[config.mk]
export PLATFORM = sky130hd
export DESIGN_NAME = serial_mag_cmp
export DESIGN_NICKNAME = d
export VERILOG_FILES = /design/src/rtl/serial_mag_cmp.sv
export SDC_FILE = /design/constraint.sdc
export NUM_CORES = 1
export LEC_CHECK = 0
export CAP_MARGIN = 20
export CELL_PAD_IN_SITES_DETAIL_PLACEMENT = 0
export CELL_PAD_IN_SITES_GLOBAL_PLACEMENT = 1
export CORE_AREA = 2 2 39 41
export CTS_CLUSTER_SIZE = 20
export DETAILED_ROUTE_END_ITERATION = 8
export DIE_AREA = 0 0 41 43
export PLACE_DENSITY = 0.82
export SLEW_MARGIN = 20
export SYNTH_ARGS = -nofsm -noshare
export SYNTH_HDL_FRONTEND = slang
export SYNTH_SLANG_ARGS = --single-unit
[constraint.sdc]
create_clock -name clk -period 3.3 [get_ports clk]
set_clock_uncertainty 0.05 [all_clocks]
set_input_delay 0.66 -clock clk [delete_from_list [all_inputs] [get_ports clk]]
set_output_delay 0.66 -clock clk [all_outputs]
set_load 0.03 [all_outputs]
[src/rtl/serial_mag_cmp.sv]
// rtl/serial_mag_cmp.sv - MSB-first bit-serial magnitude comparator
//
// Compares two N-bit operands streamed one bit pair per accepted cycle,
// most significant bit first. The first differing bit pair decides the
// outcome; every later pair is ignored.
//
// Ports:
//   clk        system clock, rising edge
//   rst_n      asynchronous active-low reset
//   start      begin a comparison (sampled only in IDLE)
//   chave      mode, sampled with start: 0 = report a<b, 1 = report a>b
//   bit_valid  a_bit/b_bit hold a valid operand bit pair this cycle
//   a_bit      operand A serial bit, MSB first
//   b_bit      operand B serial bit, MSB first
//   busy       high while bits are being consumed (RUN)
//   done       one-cycle completion pulse (DONE)
//   result     selected comparison outcome, qualified by done
//   eq         operands equal, qualified by done

`timescale 1ns/1ps

module serial_mag_cmp #(
  parameter int N = 8
) (
  input  logic clk,
  input  logic rst_n,
  input  logic start,
  input  logic chave,
  input  logic bit_valid,
  input  logic a_bit,
  input  logic b_bit,
  output logic busy,
  output logic done,
  output logic result,
  output logic eq
);

  localparam int CW = $clog2(N + 1);
  // Counter value while the N-th pair is being presented.
  localparam logic [CW-1:0] LAST_CNT = CW'(N - 1);

  typedef enum logic [1:0] {
    S_IDLE = 2'd0,
    S_RUN  = 2'd1,
    S_DONE = 2'd2
  } state_t;

  state_t          state_q, state_d;
  logic [CW-1:0]   cnt_q, cnt_d;
  logic            gt_q, gt_d;
  logic            lt_q, lt_d;
  logic            mode_q, mode_d;

  always_ff @(posedge clk or negedge rst_n) begin
    if (!rst_n) begin
      state_q <= S_IDLE;
      cnt_q   <= '0;
      gt_q    <= 1'b0;
      lt_q    <= 1'b0;
      mode_q  <= 1'b0;
    end else begin
      state_q <= state_d;
      cnt_q   <= cnt_d;
      gt_q    <= gt_d;
      lt_q    <= lt_d;
      mode_q  <= mode_d;
    end
  end

  always_comb begin
    state_d = state_q;
    cnt_d   = cnt_q;
    gt_d    = gt_q;
    lt_d    = lt_q;
    mode_d  = mode_q;

    case (state_q)
      S_IDLE: begin
        if (start) begin
          mode_d  = chave;
          gt_d    = 1'b0;
          lt_d    = 1'b0;
          cnt_d   = '0;
          state_d = S_RUN;
        end
      end

      S_RUN: begin
        if (bit_valid) begin
          cnt_d = cnt_q + CW'(1);
          // Only the first differing pair decides; once either flag is
          // set the verdict is frozen, which also keeps gt/lt exclusive.
          if (!gt_q && !lt_q) begin
            gt_d = a_bit & ~b_bit;
            lt_d = ~a_bit & b_bit;
          end
          if (cnt_q == LAST_CNT) begin
            state_d = S_DONE;
          end
        end
      end

      S_DONE: begin
        state_d = S_IDLE;
      end

      default: begin
        state_d = S_IDLE;
      end
    endcase
  end

  always_comb begin
    busy   = (state_q == S_RUN);
    done   = (state_q == S_DONE);
    result = done & (mode_q ? gt_q : lt_q);
    eq     = done & ~gt_q & ~lt_q;
  end

endmodule
==> flow_summary.yaml <==
setup_path:
  cp_cell_sequence: "nand2b_1, nor3_1, clkdlybuf4s50_1"
  crit_fanout: 9
  startpoint_type: "flip-flop"
  cp_data_arrival_time_ps: 1760
  cp-endpoint: "eq"
  end_kind: "primary output"
  slowest_stage: "clkdlybuf4s50_1"
  worstReg2RegStart: "state_q[0]"
  r2r_end: "mode_q"
  cpPeakStageDelay_ps: 690
  crit_required_ps: 2590
  r2r_cells: 2
  critPathKind: "reg -> out"
  startpoint: "state_q[0]"
  r2r_slack_ps: 1910
placement:
  io_buffer_count: 10
  hpwl_um: 714.4
  place_congestion: 0.6368
  place_ws_ps: 1111
timing:
  tns_ps: 0
  rsz0062_at_grt: "false"
  min_period_ps: 2470
  hold_slack_ps: 431.9
  relSlewSlack_pct: 72.29
  worst_slew_pin_slew_ps: 414.4
  max_freq_mhz: 404.9
  drv_slew: 0
  setup_slack_ps: 830.0
  fin_crit_sh_pct: 74.85
  hold_viol_final: 0
  timing.final.setup_violations: 0
logic_synthesis:
  synth.avg_cell_area_um2: 10.83
  synth_cell_types: 22
  synth.cell_area_um2: 476.7
  yosysSeqAreaShare_pct: 47.24
  yosys_warnings: 0
  syn_nets: 52
  syn_inst: 44
  synth_seq_cells: 9
pwr:
  powerDensity_nw_per_um2: 779.4
  p_leak_nw: 0.2807
  peakVddDrop_v: 0.0002654
  p_total_mw: 0.4769
clocking:
  clock_latency_ps: 260
  cts_hold_buf: 0
  postCtsSetupBuffers: 0
  cts_buffers: 3
  clkTransAtPathRegs_ps: 60
  htree_levels: 1
  cts_resized: 0
  clk_path_buf_depth: 2
  cts_tree: "built"
  cts_sinks: 9
  cts-root-buf: "clkbuf_4"
layout:
  drive_gt1_share_pct: 12.28
  fin_nets: 66
  n_antenna_cell: 0
  utilization_pct: 44.21
  fill_cells: 140
  final_common_cell: "clkdlybuf4s50_1"
  area_growth_pct: 28.35
  final_cell_mix: "10 x clkdlybuf4s50_1, 9 x dfrtp_1, 5 x a22o_1"
global_routing:
  grtUsageTotal_pct: 11.34
  grt_max_degree: 10
  antenna_found_initial: 0
  grt_overflow: 0
  grt_pass1_vias: 359
  grt_pass1_wl_um: 1366
drt:
  wl_um: 961
  drtIter0Drc: 4
  vias: 364
  wl_per_cell_um: 13.16
  via_per_inst: 4.986
  drc_errors: 0
  ant_nets: 0
  first_pass_iters: 2
floorplanning:
  dieWidth_um: 41
  die_y_um: 43
  ioPinCount: 11
  num_rows: 14
  coreArea_um2: 1384
  die_area_um2: 1763
  start_util_pct: 34.45
run:
  maxCapViolCount: 0
run_status:
  status: "finished clean"
min_path:
  hold_class: "reg -> reg"
==> cells by family (layout without fill, tap and decap cells) <==
logic type | after synthesis | count (layout) | synth area share [%]
AO/OA/AOI/OAI | 8 | 8 | 13.12
adder cells (fa/ha/maj) | 1 | 1 | 2.624
buffers and inverters | 3 | 16 | 3.937
flip-flops | 9 | 9 | 47.24
multiplexers | 5 | 5 | 12.07
AND/OR/NAND/NOR | 18 | 18 | 21.00
==> cell type report <==
| cell class | count | area (um2) | area share [%] |
|---|---|---|---|
| Multi-Input combinational cell | 32 | 232.7 | 38.04 |
| Sequential cell | 9 | 225.2 | 36.81 |
| Timing Repair Buffer | 10 | 100.1 | 16.36 |
| Clock buffer | 4 | 26.28 | 4.294 |
| Tap cell | 16 | 20.02 | 3.272 |
| Inverter | 2 | 7.507 | 1.227 |
==> flip-flops by register name (all words and copies together), names as in the netlist <==
register,cells
lt_q,1
state_q,2
cnt_q,4
gt_q,1
mode_q,1
==> worst min-delay path by stage <==
stage                  start       end  slack (ps)  depth (start not counted)
finish              cnt_q[3]  cnt_q[3]         430                          1
global route        cnt_q[3]  cnt_q[3]         450                          1
CTS                 cnt_q[3]  cnt_q[3]         430                          1
detailed placement  cnt_q[3]  cnt_q[3]         420                          1
global placement    cnt_q[3]  cnt_q[3]         410                          1
floorplan              rst_n  cnt_q[0]         310                          0
==> routing by layer <==
layer / GRT usage [%] / wire length, um
met4: 2.000 / 0
met2: 19.06 / 490
met3: 6.283 / 34
met5: 0 / 0
met1: 11.88 / 435
==> critical path: cells and delay by family (launching register included) <==
family / cells / cell delay [ps]
buf+inv: 1 / 690
flops: 1 / 460
simple gates: 2 / 350
==> power breakdown <==
group,switching (mW),internal (mW)
Combinational,0.0710,0.103
Clock,0.0378,0.0466
Sequential,0.0597,0.159
==> cells in the mapped netlist <==
cell type	number	area share [%]
a31oi_1	1	1.3
a22o_1	5	9.2
ha_1	1	2.6
o21ai_1	1	1.0
mux2_4	1	3.1
mux2_2	2	4.7
nand2b_1	1	1.3
and3b_1	1	1.8
and2_1	1	1.3
inv_1	2	1.6
or3b_4	1	2.4
nor2_1	4	3.1
nor4b_1	1	1.8
mux2i_1	2	4.2
buf_6	1	2.4
nor3_1	1	1.0
nor2b_1	2	2.6
dfrtp_1	9	47
nand4_1	1	1.3
nand3_1	1	1.0
o21bai_1	1	1.6
nand2_1	4	3.1
==> stage by stage <==
step	area [um2]	cells
final	611.8	73
after detailed placement	585.6	69
after CTS	611.8	73
after global placement	585.6	69
after floorplan	476.7	44
after global routing	611.8	73
Note: power is estimated with default switching activity, not from simulation.
